===== config.mk =====
export PLATFORM = sky130hd
export DESIGN_NAME = pattern_window_sched
export DESIGN_NICKNAME = d
export VERILOG_FILES = /design/src/rtl/pattern_window_sched.sv
export SDC_FILE = /design/constraint.sdc
export NUM_CORES = 1
export LEC_CHECK = 0
export CORE_MARGIN = 5
export CORE_UTILIZATION = 40
export CTS_CLUSTER_DIAMETER = 120
export DETAILED_ROUTE_END_ITERATION = 8
export PLACE_DENSITY_LB_ADDON = 0.12
export SETUP_SLACK_MARGIN = 0.02
export SKIP_CTS_REPAIR_TIMING = 1
export SLEW_MARGIN = 30
export SYNTH_ARGS = -nofsm -noshare
export SYNTH_HDL_FRONTEND = slang
export SYNTH_SLANG_ARGS = --single-unit

===== constraint.sdc =====
create_clock -name clk -period 7 [get_ports clk]
set_input_delay 1.75 -clock clk [delete_from_list [all_inputs] [get_ports clk]]
set_output_delay 1.75 -clock clk [all_outputs]
set_load 0.01 [all_outputs]

===== src/rtl/pattern_window_sched.sv =====
// Multi-channel windowed pattern counter: scans each enabled channel in turn and reports its match count.
// Optional build macro SCHED_NONOVERLAP_EN: matches do not share bits (default: overlapping matches).
module pattern_window_sched #(
    parameter int unsigned NCH   = 4,
    parameter int unsigned PAT_W = 3,
    parameter int unsigned WIN_W = 10,
    parameter int unsigned CNT_W = 10
) (
    input  logic                     clk,
    input  logic                     rst,
    input  logic                     start,
    input  logic [WIN_W-1:0]         win_len,
    input  logic [PAT_W-1:0]         pattern,
    input  logic [NCH-1:0]           ch_en,
    input  logic [NCH-1:0]           x,
    output logic                     busy,
    output logic                     res_valid,
    input  logic                     res_ready,
    output logic [$clog2(NCH)-1:0]   res_ch,
    output logic [CNT_W-1:0]         res_count,
    output logic                     done
);

    localparam int unsigned CH_W   = $clog2(NCH);
    localparam int unsigned FILL_W = $clog2(PAT_W + 1);

    typedef enum logic [1:0] {
        IDLE,
        SELECT,
        RUN,
        REPORT
    } state_t;

    state_t             state_q, state_d;
    logic [WIN_W-1:0]   win_q, win_d;
    logic [PAT_W-1:0]   pat_q, pat_d;
    logic [NCH-1:0]     pend_q, pend_d;
    logic [CH_W-1:0]    sel_q, sel_d;
    logic [PAT_W-1:0]   shreg_q, shreg_d;
    logic [FILL_W-1:0]  fill_q, fill_d;
    logic [CNT_W-1:0]   cnt_q, cnt_d;
    logic [WIN_W-1:0]   wcnt_q, wcnt_d;
    logic               done_q, done_d;

    logic [CH_W-1:0]    first_idx;
    logic [NCH-1:0]     first_mask;
    logic               bit_in;
    logic [PAT_W-1:0]   shreg_next;
    logic               hit;

    // Lowest pending channel wins; the descending loop leaves the smallest index last.
    always_comb begin
        first_idx  = '0;
        first_mask = '0;
        for (int unsigned i = NCH; i > 0; i--) begin
            if (pend_q[i-1]) begin
                first_idx  = CH_W'(i - 1);
                first_mask = '0;
                first_mask[i-1] = 1'b1;
            end
        end
    end

    always_comb begin
        bit_in     = x[sel_q];
        shreg_next = {shreg_q[PAT_W-2:0], bit_in};
        hit        = (fill_q >= FILL_W'(PAT_W - 1)) && (shreg_next == pat_q);
    end

    always_comb begin
        state_d = state_q;
        win_d   = win_q;
        pat_d   = pat_q;
        pend_d  = pend_q;
        sel_d   = sel_q;
        shreg_d = shreg_q;
        fill_d  = fill_q;
        cnt_d   = cnt_q;
        wcnt_d  = wcnt_q;
        done_d  = 1'b0;

        case (state_q)
            IDLE: begin
                if (start) begin
                    win_d  = win_len;
                    pat_d  = pattern;
                    pend_d = ch_en;
                    if ((ch_en == '0) || (win_len == '0)) begin
                        done_d = 1'b1;
                    end else begin
                        state_d = SELECT;
                    end
                end
            end

            SELECT: begin
                sel_d   = first_idx;
                pend_d  = pend_q & ~first_mask;
                shreg_d = '0;
                fill_d  = '0;
                cnt_d   = '0;
                wcnt_d  = '0;
                state_d = RUN;
            end

            RUN: begin
                shreg_d = shreg_next;
                if (fill_q != FILL_W'(PAT_W)) begin
                    fill_d = fill_q + FILL_W'(1);
                end
                if (hit) begin
                    if (cnt_q != '1) begin
                        cnt_d = cnt_q + CNT_W'(1);
                    end
`ifdef SCHED_NONOVERLAP_EN
                    fill_d  = '0;
                    shreg_d = '0;
`endif
                end
                wcnt_d = wcnt_q + WIN_W'(1);
                if (wcnt_q == (win_q - WIN_W'(1))) begin
                    state_d = REPORT;
                end
            end

            REPORT: begin
                if (res_ready) begin
                    if (pend_q != '0) begin
                        state_d = SELECT;
                    end else begin
                        state_d = IDLE;
                        done_d  = 1'b1;
                    end
                end
            end

            default: state_d = IDLE;
        endcase
    end

    always_ff @(posedge clk or posedge rst) begin
        if (rst) begin
            state_q <= IDLE;
            win_q   <= '0;
            pat_q   <= '0;
            pend_q  <= '0;
            sel_q   <= '0;
            shreg_q <= '0;
            fill_q  <= '0;
            cnt_q   <= '0;
            wcnt_q  <= '0;
            done_q  <= 1'b0;
        end else begin
            state_q <= state_d;
            win_q   <= win_d;
            pat_q   <= pat_d;
            pend_q  <= pend_d;
            sel_q   <= sel_d;
            shreg_q <= shreg_d;
            fill_q  <= fill_d;
            cnt_q   <= cnt_d;
            wcnt_q  <= wcnt_d;
            done_q  <= done_d;
        end
    end

    assign busy      = (state_q != IDLE);
    assign res_valid = (state_q == REPORT);
    assign res_ch    = sel_q;
    assign res_count = cnt_q;
    assign done      = done_q;

endmodule

# Yosys cells after proc, flatten, opt, wreduce, memory -nomap -nowiden
# Cells that the tools add are included.
[word_totals] regBits=46 in_bits=25 output_inout_bits=15 elab_cells=76
[op_classes] n_addsub=4 order_cmp=2 eq_ne=14 mux=30 bitwise=2 n_reduce_logical=14
[ops] operator="$pmux W10 S2" n=2
[ops] operator="$add A10 B1 Y10 const B" n=2
[ops] operator="$mux W10" n=2
[ops] operator="$mux W4" n=5
[ops] operator="$mux W2" n=9
[ops] operator="$ne A2 B2 Y1 const B" n=7
[ops] operator="$eq A10 B10 Y1" n=1
[ops] operator="$logic_not A10 Y1" n=1
[ops] operator="$ne A10 B10 Y1 const B" n=1
[ops] operator="$sub A10 B1 Y10 const B" n=1
[ops] operator="$pmux W2 S2" n=2
[ops] operator="$pmux W2 S4" n=1
[ops] operator="$pmux W4 S2" n=1
[ops] operator="$mux W1" n=6
[ops] operator="$reduce_and A2 Y1" n=3
[ops] operator="$reduce_bool A2 Y1" n=3
[ops] operator="$and A4 B4 Y4" n=1
[ops] operator="$eq A2 B2 Y1 const B" n=2
[ops] operator="$logic_not A4 Y1" n=1
[ops] operator="$not A4 Y4" n=1
[ops] operator="$reduce_and A4 Y1" n=1
[ops] operator="$reduce_bool A4 Y1" n=1
[ops] operator="$eq A3 B3 Y1" n=1
[ops] operator="$lt A2 B3 Y1 const B" n=1
[ops] operator="10 further kinds" n=10

# Longest topological paths before layout
# Gate-level depths: netlist of the first run.
[logic_depth] depth_word=7 depth_mapped=9 mapped_depth_nobuf=8

# Worst setup path before layout of the first run
# OpenSTA, ideal clock, no wires.
[synth_path] path_kind="input -> register" from="in x[3]" to="reg cnt_q[3] (netlist: res_count[3])" setup_time_ps=132 arrival_time_ps=2999 required_ps=6868 path_slack_ps=3869 cell_stages=7 path_buffers=1 path_cell_list="mux4_2 xnor2_1 o211a_1 buf_2 and3_1 xnor2_1 nor2_1"
[synth_via] elab_chain_cells=6
[synth_rtl] item="start: declaration" line="15" rtl="input logic [NCH-1:0] x,"
[synth_rtl] item="$bmux W1 S2" line="65" rtl="bit_in = x[sel_q];"
[synth_rtl] item="$mux W1 (not written as such)" line="65"
[synth_rtl] item="$eq A3 B3 Y1" line="67" rtl="hit = (fill_q >= FILL_W'(PAT_W - 1)) && (shreg_next == pat_q);"
[synth_rtl] item="$logic_and A1 B1 Y1" line="67"
[synth_rtl] item="$ne A2 B2 Y1 (no line)"
[synth_rtl] item="$reduce_and A3 Y1 (no line)"
[synth_rtl] item="end signal: assignment" line="161" rtl="cnt_q <= cnt_d;"
[synth_rtl] item="end: declaration" line="41" rtl="logic [CNT_W-1:0] cnt_q, cnt_d;"
# Every way passes these cells. The select of a mux whose other input is x is not followed.
# A chain may end at the register's enable or synchronous reset.

# Worst setup path in the final report of the first run
[layout_path] from="reg state_q[0]" to="out busy"
[layout_via] elab_chain_cells=1
[layout_rtl] item="start: declaration" line="34" rtl="state_t state_q, state_d;"
[layout_rtl] item="start signal: assignment" line="154" rtl="state_q <= state_d;"
[layout_rtl] item="$reduce_bool A2 Y1" line="167" rtl="assign busy = (state_q != IDLE);"
[layout_rtl] item="end: declaration" line="16" rtl="output logic busy,"
# Every way passes these cells.

==> results of run 1 <==
## sequential cells by signal, indices dropped and copies added (netlist names)
signal,cells
fill_q,2
wcnt_q,10
pend_q,4
done,1
win_q,10
shreg_q,2
state_q,2
res_ch,2
res_count,10
pat_q,3
## stage by stage
stage	std cells	cell area, um^2
after floorplan	263	2620
after global placement	371	3070
after detailed placement	371	3080
after CTS	378	3160
after global routing	378	3160
final	378	3160
## cells by family after synthesis
logic type / share of synthesized area
AO/OA/AOI/OAI: 0.131
XOR/XNOR: 0.0964
adder cells (fa/ha/maj): 0.0430
buffers and inverters: 0.0387
flip-flops: 0.439
multiplexers: 0.0797
AND/OR/NAND/NOR: 0.172
## cell usage after synthesis, drive strengths merged (2+ instances only)
library cell / count
a211oi: 2
a21oi: 7
a22o: 4
a31oi: 4
and2: 3
and3: 9
buf: 3
clkbuf: 5
dfrtp: 46
ha: 9
inv: 18
mux2: 13
mux2i: 4
nand2: 19
nand3: 7
nand4: 7
nor2: 23
nor3: 5
nor4: 5
o21ai: 13
o31ai: 3
or3: 2
or4: 2
xnor2: 9
xor2: 19
## power breakdown
group	total [uW]	switching (uW)	internal (uW)	leakage, uW
sequential	419	83.3	336	0.000603
clock	156	88.8	67.2	0.0000438
combinational	485	264	222	0.000724
total	1060	436	625	0.00137
## cell type report
class	instances	area share
inverter	18	0.0222
sequential	46	0.364
multi-input combinational	191	0.434
clock inverter	2	0.00317
clock buffer	5	0.0218
timing repair buffer	39	0.124
tap	77	0.0305
## worst max-delay path: cells and delay by family (launching register included)
family	cells	cell delay, ns
DFF	1	0.41
buffers and inverters	3	0.85
adders and majority gates	1	0.30
## how the worst max path moves through the flow
stage	endpoint	slack (ns)	cells after the start
6_report	busy	3.39	4
5_1_grt	busy	3.28	4
3_5_place_dp	res_count[5]	3.24	7
4_1_cts	busy	3.39	4
2_1_floorplan	res_count[3]	3.87	7
3_3_place_gp	res_count[5]	3.26	7
## routing by layer
metal	vias to the layer above	track usage	wire, um
met5	-	0	0
met4	0	0.0440	77
met3	8	0.0306	178
met2	33	0.230	2680
met1	951	0.177	2550
li1	1004	-	-
==> flow_summary.json, run 1 <==
{
  "reg2reg_setup_slack_ns": 4.46,
  "reg2reg_to": "state_q[1]",
  "hold-worst-slack_ns": 0.533,
  "crit_path_frequent_cell": "sky130_fd_sc_hd__inv_1",
  "worst_hold_startpoint": "pat_q[2]",
  "worst_max_slew_margin_expressed_relative_to_the_limit": 0.560,
  "cp_data_arrival_time_ns": 1.86,
  "report.power.total_uw": 1060,
  "ys_warn_count": 0,
  "routed_wl_um": 5480,
  "final.setup.tns_ns": 0,
  "viasPerCell": 5.28,
  "cts_made_buffers": 5,
  "place_hpwl_um": 4000,
  "synthesis.instances": 263,
  "vias": 1996,
  "worstHoldPathType": "flip-flop to flip-flop",
  "status": "finished, final reports clean",
  "cp-end-kind": "output pin",
  "final-max-slew-violation-count": 0,
  "gr-total-overflow": 0,
  "layout_worst_path_cycle_share": 0.515,
  "port_buffers": 39,
  "vdd_drop_max_v": 0.000190,
  "mostFrequentLayoutCells": "sky130_fd_sc_hd__dfrtp_1, sky130_fd_sc_hd__clkdlybuf4s50_1, sky130_fd_sc_hd__nor2_1",
  "rr_startpoint": "win_q[0]",
  "routabilityCongestion": 0.786,
  "cts.path.max_buffers": 2,
  "timing.setup.critical_path_class": "flip-flop to output pin",
  "fmaxAchievable_mhz": 277,
  "cts_tree": "yes",
  "grt_pass1_wl_um": 9460,
  "ioPinCount": 40,
  "hold_violations": 0,
  "h_tree_depth_reported_by_cts": 2,
  "die-area_um2": 8270,
  "grtUsageTotal": 0.137,
  "first_global_vias": 1987,
  "fill_cells": 598,
  "synth-seq-area-share": 0.439,
  "final_core_utilization": 0.497,
  "average_detailed_routed_wire_length_per_instance_um": 14.5,
  "number_of_violations_of_the_max_capacitance_limit": 0,
  "rr_worst_depth": 8,
  "cts-root-buf": "sky130_fd_sc_hd__clkbuf_8",
  "max_stage_delay_ns": 0.57,
  "mappedNetlistNets": 297,
  "post_synth_main_area_contributors": "sky130_fd_sc_hd__dfrtp_1, sky130_fd_sc_hd__xor2_1, sky130_fd_sc_hd__mux2_2, sky130_fd_sc_hd__ha_1, sky130_fd_sc_hd__nor2_1",
  "cp_data_required_time_ns": 5.25,
  "initial_core_util": 0.413,
  "grt_max_degree": 47,
  "timing.final.ws_setup_ns": 3.39,
  "layout_commonest_cell": "sky130_fd_sc_hd__dfrtp_1",
  "synth_enable_flop_cells": 0,
  "drc": 0,
  "p_per_area_nw_per_um2": 336,
  "drt_pass1_iterations": 4,
  "critical_path.slowest_cell": "sky130_fd_sc_hd__clkdlybuf4s50_1",
  "layout_cells_sized_above_1": 0.110,
  "antenna_violations_before_repair": 0,
  "post_synth_instance_area_um2": 2620,
  "synth_top_area_frac": 0.439,
  "fin_crit_ns": 3.61,
  "final_net_count": 335,
  "postSynthAreaPerCell_um2": 9.97,
  "detailedRoute.firstIterationViolations": 68,
  "multiInputGateArea_um2": 1370,
  "cp-start-kind": "flip-flop",
  "final.setup_skew_ns": 0.00972,
  "cp_max_fo": 8,
  "placement.setup.worst_slack_ns": 3.24,
  "clkSinkCount": 46,
  "holdPathStages": 1,
  "crit_start": "state_q[0]",
  "min_delay_worst_endpoint": "pat_q[2]",
  "setup_viol_count_final": 0,
  "reg_clk_slew_reported_paths_ns": 0.09,
  "yosysUniqueCellTypes": 54,
  "design.core.area_um2": 6350,
  "static-leakage-power_uw": 0.00137,
  "die_x_um": 91.0,
  "synth-async-reset-ratio": 1.00,
  "ant_nets": 0,
  "rsz0062_at_grt": "false",
  "floorplan.rows": 29,
  "ys.flop_type": "sky130_fd_sc_hd__dfrtp_1",
  "clk-insertion-delay-late_ns": 0.30,
  "floorplan.die.height_um": 91.0,
  "crit_path_cell_trace": "inv_1, ha_1, inv_1, clkdlybuf4s50_1",
  "yosys.area.top_type": "sky130_fd_sc_hd__dfrtp_1",
  "diodes": 0,
  "max_slew.worst_pin.slew_ns": 0.659,
  "area_growth_syn_to_layout_pct": 20.5,
  "layout.area.seq_um2": 1150,
  "ys_ff_latch": 46
}
Power figures use the tool's default switching activity.
==> run 2, diff against run 1 <==
- clock period: 7 -> 3.5 ns (I/O delays scaled with it)
==> flow_summary.json, run 2 (synthesis results as in run 1) <==
{
  "worst_max_slew_margin_expressed_relative_to_the_limit": 0.552,
  "fill_cells": 593,
  "cp_max_fo": 8,
  "mostFrequentLayoutCells": "sky130_fd_sc_hd__dfrtp_1, sky130_fd_sc_hd__clkdlybuf4s50_1, sky130_fd_sc_hd__nor2_1",
  "critical_path.n_buffers_inverters": 3,
  "area_growth_syn_to_layout_pct": 22.3,
  "placement.setup.worst_slack_ns": 0.662,
  "floorplan.die.height_um": 91.0,
  "rsz0062_at_grt": "false",
  "place_hpwl_um": 4160,
  "reg_clk_slew_reported_paths_ns": 0.09,
  "dpl_cell_area_um2": 3100,
  "crit_path_cell_trace": "inv_1, ha_1, inv_1, clkdlybuf4s50_1",
  "ioPinCount": 40,
  "worstHoldPathType": "flip-flop to flip-flop",
  "status": "finished, final reports clean",
  "vias": 2047,
  "final.setup_skew_ns": 0.00817,
  "cp-start-kind": "flip-flop",
  "cts-root-buf": "sky130_fd_sc_hd__clkbuf_8",
  "max_stage_delay_ns": 0.57,
  "floorplan.rows": 29,
  "final_net_count": 338,
  "cts_made_buffers": 5,
  "fin_area_um2": 3210,
  "final.setup.tns_ns": 0,
  "max_slew.worst_pin.slew_ns": 0.670,
  "cp_data_required_time_ns": 2.62,
  "layout_commonest_cell": "sky130_fd_sc_hd__dfrtp_1",
  "viasPerCell": 5.36,
  "clkSinkCount": 46,
  "grtUsageTotal": 0.143,
  "routed_wl_um": 5670,
  "die_x_um": 91.0,
  "initial_core_util": 0.413,
  "timing.final.ws_setup_ns": 0.754,
  "fmaxAchievable_mhz": 364,
  "design.core.area_um2": 6350,
  "drc": 0,
  "layout_cells_sized_above_1": 0.115,
  "detailedRoute.firstIterationViolations": 75,
  "drt_pass1_iterations": 4,
  "routabilityCongestion": 0.784,
  "vdd_drop_max_v": 0.000346,
  "setup_viol_count_final": 0,
  "die-area_um2": 8270,
  "h_tree_depth_reported_by_cts": 2,
  "crit_family": "buffers and inverters",
  "grt_pass1_wl_um": 9780,
  "final-max-slew-violation-count": 0,
  "p_per_area_nw_per_um2": 699,
  "diodes": 0,
  "ant_nets": 0,
  "static-leakage-power_uw": 0.00139,
  "cp-end-kind": "output pin",
  "hold_violations": 0,
  "antenna_violations_before_repair": 0,
  "cts.path.max_buffers": 2,
  "first_global_vias": 2098,
  "clk-insertion-delay-late_ns": 0.30,
  "grt_max_degree": 47,
  "gr-total-overflow": 0,
  "port_buffers": 39,
  "hold-worst-slack_ns": 0.528,
  "timing.setup.critical_path_class": "flip-flop to output pin",
  "average_detailed_routed_wire_length_per_instance_um": 14.8,
  "final_core_utilization": 0.505,
  "critical_path.slowest_cell": "sky130_fd_sc_hd__clkdlybuf4s50_1",
  "cp_data_arrival_time_ns": 1.87,
  "fin_crit_ns": 2.75,
  "crit_path_frequent_cell": "sky130_fd_sc_hd__inv_1",
  "cts_tree": "yes",
  "layout_worst_path_cycle_share": 0.784,
  "number_of_violations_of_the_max_capacitance_limit": 0
}
-- run 2: cell types whose count changed in the layout (fill, tap and decap cells not counted), sizes merged --
cell      change
bufinv        +1
clkinv        -2
clkinvlp      +1
clkbuf        +1
buf           +3
-- run 2: path summary, 6_finish.rpt --
kind	from	end	slack [ns]	cells after the start
max	state_q[0]	busy	0.75	4
max reg2reg	win_q[0]	state_q[0]	0.98	8
max in group asynchronous	rst	shreg_q[0]	2.05	3
min	res_ch[1]	res_ch[1]	0.53	2
min in group asynchronous	rst	wcnt_q[8]	1.04	3
min reg2reg	res_ch[1]	res_ch[1]	0.53	2
-- run 2: metal layers --
layer | share of wire | vias up | global-route usage
li1 | - | 1018 | -
met1 | 0.45 | 995 | 0.175
met2 | 0.50 | 25 | 0.246
met3 | 0.027 | 9 | 0.0322
met4 | 0.018 | 0 | 0.0513
met5 | 0 | - | 0
-- run 2: through the flow --
step / instances / total power (uW)
after floorplan: 263 / 1550
after global placement: 374 / 1850
after detailed placement: 374 / 1870
after CTS: 382 / 2280
after global routing: 382 / 2430
final: 382 / 2240
-- run 2: area by class of cell --
type / count / area, um^2 / area share
Clock inverter: 2 / 37.5 / 0.0117
Sequential cell: 46 / 1150 / 0.359
Clock buffer: 6 / 72.6 / 0.0226
Multi-Input combinational cell: 191 / 1370 / 0.427
Inverter: 18 / 67.6 / 0.0211
Timing Repair Buffer: 42 / 413 / 0.129
Tap cell: 77 / 96.3 / 0.0300
-- run 2: worst min-delay path, cell delays in order (launching register included) --
cell and delay [ns]:
sky130_fd_sc_hd__dfrtp_1 0.38, sky130_fd_sc_hd__nand2_1 0.06, sky130_fd_sc_hd__o41ai_1 0.05
-- run 2: power breakdown --
part	leakage, uW	switching, uW	internal (uW)
Combinational	0.000739	537	468
Sequential	0.000603	168	672
Clock	0.0000514	184	213
Total	0.00139	890	1350
==> run 3, diff against run 2 <==
- clock period: 3.5 -> 2.5 ns (I/O delays scaled with it)
==> flow_summary.json, run 3 (synthesis results as in run 1) <==
{
  "clock_power_share": 0.203,
  "drc": 0,
  "first_global_vias": 2096,
  "clkSinkCount": 46,
  "final-max-slew-violation-count": 0,
  "diodes": 0,
  "report.power.total_uw": 3360,
  "rr_startpoint": "win_q[1]",
  "vias": 2031,
  "grt_max_degree": 27,
  "placement.setup.worst_slack_ns": -0.0139,
  "p_per_area_nw_per_um2": 1010,
  "ioPinCount": 40,
  "layout.area.seq_um2": 1150,
  "vdd_drop_max_v": 0.000529,
  "timing.setup.critical_path_class": "flip-flop to output pin",
  "critical_path.slowest_cell": "sky130_fd_sc_hd__clkdlybuf4s50_1",
  "design.core.area_um2": 6350,
  "numPlacedInstances": 381,
  "crit_end": "busy",
  "rsz0062_at_grt": "false",
  "cts.path.max_buffers": 2,
  "rr_worst_depth": 9,
  "final_net_count": 345,
  "power_switching_uw": 1260,
  "detailedRoute.firstIterationViolations": 67,
  "port_buffers": 39,
  "fmaxAchievable_mhz": 424,
  "status": "finished, final reports clean",
  "average_detailed_routed_wire_length_per_instance_um": 14.2,
  "die-area_um2": 8270,
  "fin_crit_ns": 2.36,
  "cts_tree": "yes",
  "holdPathStages": 2,
  "cp_data_arrival_time_ns": 1.73,
  "clk-insertion-delay-late_ns": 0.30,
  "static-leakage-power_uw": 0.00145,
  "cell_internal_power_uw": 2100,
  "routed_wl_um": 5540,
  "cts-root-buf": "sky130_fd_sc_hd__clkbuf_8",
  "worst_max_slew_margin_expressed_relative_to_the_limit": 0.667,
  "final.setup_skew_ns": 0.00685,
  "ant_nets": 0,
  "cp_data_required_time_ns": 1.88,
  "routabilityCongestion": 0.768,
  "crit_start": "state_q[0]",
  "initial_core_util": 0.413,
  "grt_pass1_wl_um": 9770,
  "die_x_um": 91.0,
  "power_switching_share": 0.376,
  "max_stage_delay_ns": 0.55,
  "number_of_violations_of_the_max_capacitance_limit": 0,
  "max_slew.worst_pin.slew_ns": 0.500,
  "cp-end-kind": "output pin",
  "hold-worst-slack_ns": 0.530,
  "antenna_violations_before_repair": 0,
  "hold_violations": 0,
  "setup_viol_count_final": 0,
  "grtUsageTotal": 0.141,
  "cp_max_fo": 8,
  "reg_clk_slew_reported_paths_ns": 0.09,
  "floorplan.die.height_um": 91.0,
  "h_tree_depth_reported_by_cts": 2,
  "worstHoldPathType": "flip-flop to flip-flop",
  "seq_power_share": 0.345,
  "fill_cells": 596,
  "mostFrequentLayoutCells": "sky130_fd_sc_hd__dfrtp_1, sky130_fd_sc_hd__clkdlybuf4s50_1, sky130_fd_sc_hd__nor2_1",
  "cp-start-kind": "flip-flop",
  "layout_commonest_cell": "sky130_fd_sc_hd__dfrtp_1",
  "multiInputGateArea_um2": 1390,
  "filler_free_cell_count_of_the_finished_design": 389,
  "cts_made_buffers": 5,
  "viasPerCell": 5.22,
  "floorplan.rows": 29,
  "drt_pass1_iterations": 4,
  "reg2reg_setup_slack_ns": 0.19,
  "timing.final.ws_setup_ns": 0.142,
  "crit_path_cell_trace": "inv_1, ha_2, inv_2, clkdlybuf4s50_1",
  "reg2reg_to": "state_q[0]",
  "layout_worst_path_cycle_share": 0.943,
  "gr-total-overflow": 0,
  "place_hpwl_um": 4190,
  "area_growth_syn_to_layout_pct": 26.9,
  "power.combinational.fraction": 0.452,
  "layout_cells_sized_above_1": 0.151
}
## run 3: worst min path at each step
stage	start	endpoint	slack, ns
final	res_ch[1]	res_ch[1]	0.53
after global routing	pat_q[0]	pat_q[0]	0.56
after CTS	pat_q[2]	pat_q[2]	0.54
after detailed placement	res_ch[1]	res_ch[1]	0.51
after global placement	pat_q[1]	pat_q[1]	0.51
after floorplan	pat_q[1]	pat_q[1]	0.50
## run 3: critical path: cells and delay by family, from the launching register on
kind	cells	cell delay, ns
fa+ha+maj	1	0.25
buf+inv	3	0.77
flops	1	0.41
## run 3: cell type report
| cell class | instances | share of cell area |
|---|---|---|
| clock buffer | 6 | 0.0248 |
| clock inverter | 2 | 0.0181 |
| inverter | 18 | 0.0203 |
| multi-input combinational | 191 | 0.418 |
| sequential | 46 | 0.346 |
| tap | 77 | 0.0290 |
| timing repair buffer | 49 | 0.144 |
## run 3: stage by stage
stage / utilization / setup TNS [ns] / instance area (um^2)
after floorplan: - / 0 / 2620
after global placement: 0.498 / 0 / 3160
after detailed placement: 0.498 / -0.0227 / 3160
after CTS: 0.520 / -0.0113 / 3300
after global routing: 0.524 / 0 / 3330
final: 0.524 / 0 / 3330
## run 3: power groups by stage
| stage | combinational [uW] | clock [uW] | sequential, uW |
|---|---|---|---|
| global placement | 1490 | 0 | 1170 |
| global route | 1710 | 733 | 1190 |
| floorplan | 1040 | 0 | 1130 |
| finish | 1520 | 684 | 1160 |
| detailed placement | 1490 | 0 | 1170 |
| CTS | 1500 | 703 | 1160 |
## run 3: routing by layer
metal,vias up,part of all wire,track usage
li1,1031,-,-
met1,968,0.48,0.185
met2,27,0.48,0.234
met3,5,0.030,0.0289
met4,0,0.0092,0.0465
met5,-,0,0
==> edit, RTL diff (settings of run 2) <==
`WIN_W`: 10 -> 20.
--- a/src/rtl/pattern_window_sched.sv
+++ b/src/rtl/pattern_window_sched.sv
@@ -4,5 +4,5 @@
     parameter int unsigned NCH   = 4,
     parameter int unsigned PAT_W = 3,
-    parameter int unsigned WIN_W = 10,
+    parameter int unsigned WIN_W = 20,
     parameter int unsigned CNT_W = 10
 ) (
Interface: changed (resized win_len); port bits go from 40 to 50. No check against the original RTL was run, so the function may have changed too.
==> edit against run 2 <==
  * Worst setup slack worse by 0.34 ns
  * Design area increased by 47%
  * Sequential share of layout area shrank 0.84 points
  * Sequential cell count is 20 higher
  * Power up 49%
  * Combinational power is 41% higher
  * Area after synthesis is 48% higher
  * Routed wire length is 66% higher
  * Critical path type is now reg2reg
  * Largest cell class unchanged
==> edit: results (changes against run 2) <==
STA
The setup clock skew after layout is 0.0140 ns (+0.00583 ns). The transition time at the pin with the least slew margin is 0.869 ns (+0.199 ns).

Place
The cell area after placement is 4520 um2 (+46%). The pre-CTS setup slack is 0.445 ns (-0.217 ns). The post-placement cell count is 565 (+51%). The number of buffer cells added on primary ports is 49 (+26%).

Clock network
The number of clock buffers inserted by TritonCTS is 9 (+4). The clock transition at the registers of the reported paths came to 0.07 ns (-0.02 ns). The deepest level of the CTS H-tree is 3 (+1).

Detailed routing
The post-detailed-route via-to-cell ratio was 5.37 (+0.30%). The total wire length came to 9.42 mm (+66%).

Synthesis
The post-synthesis cell type count is 57 (+5.6%). The register area share after synthesis came to 42.4% (-1.5 points). Yosys attributes the largest share of cell area to dfrtp_1, xor2_1, mux2_2, xnor2_1, nor2_1. The number of instances in the synthesized netlist came to 393 (+49%).

Worst setup path
The number of cell instances on the worst register-to-register path is 9 (+1). The worst setup path startpoint is win_q[0].

GRT
The first-pass GRT wire length came to 15.7 mm (+60%). The total global-route track usage is 16.9% (+2.7 points). The largest net degree at the start of global routing is 67 (+43%). The number of global-route vias before repair is 3,140 (+50%).

Final layout
The number of nets in the layout was 487 (+44%).

Power
The power of the combinational group was 1.42 mW (+41%). The total power came to 3.33 mW (+49%). The internal power component is 1.98 mW (+46%).

Floorplanning
The die area is 11,800 um2 (+43%).

Worst hold path
The instance count along the most critical hold path is 1 (-1). The end point of the worst hold path is pat_q[2].

Run status
The flow ran to the end, and the final reports show no timing, DRC or antenna violations.
## edit: critical path: stages, from the launching register on
cell,delay (ns)
dfrtp_1,0.44
inv_1,0.08
ha_1,0.22
nor3b_1,0.49
nand4_1,0.26
or3_2,0.54
a22oi_2,0.21
nand4b_2,0.17
a21oi_2,0.21
mux2_1,0.34
## edit: area by class of cell
cell class	count	area, um2	area share [%]
multi-input combinational	296	2110	44.9
inverter	16	60.1	1.27
tap	133	166	3.53
timing repair buffer	54	528	11.2
sequential	66	1650	35.1
clock buffer	11	151	3.21
clock inverter	3	40.0	0.850
## edit: cells by family (layout without fill, tap and decap cells)
group	Yosys count	after routing	synth area share [%]
simple gates	145	145	19.7
compound gates	67	67	12.5
flops	66	66	42.4
xor+xnor	47	47	10.6
buf+inv	31	84	3.25
mux	28	28	8.61
fa+ha+maj	9	9	2.89
## edit: per-layer routing
metal  wire length (um)  track usage [%]
met2               4760             28.3
met4                 97             3.97
met1               4200             22.3
met3                355             3.97
met5                  0                0
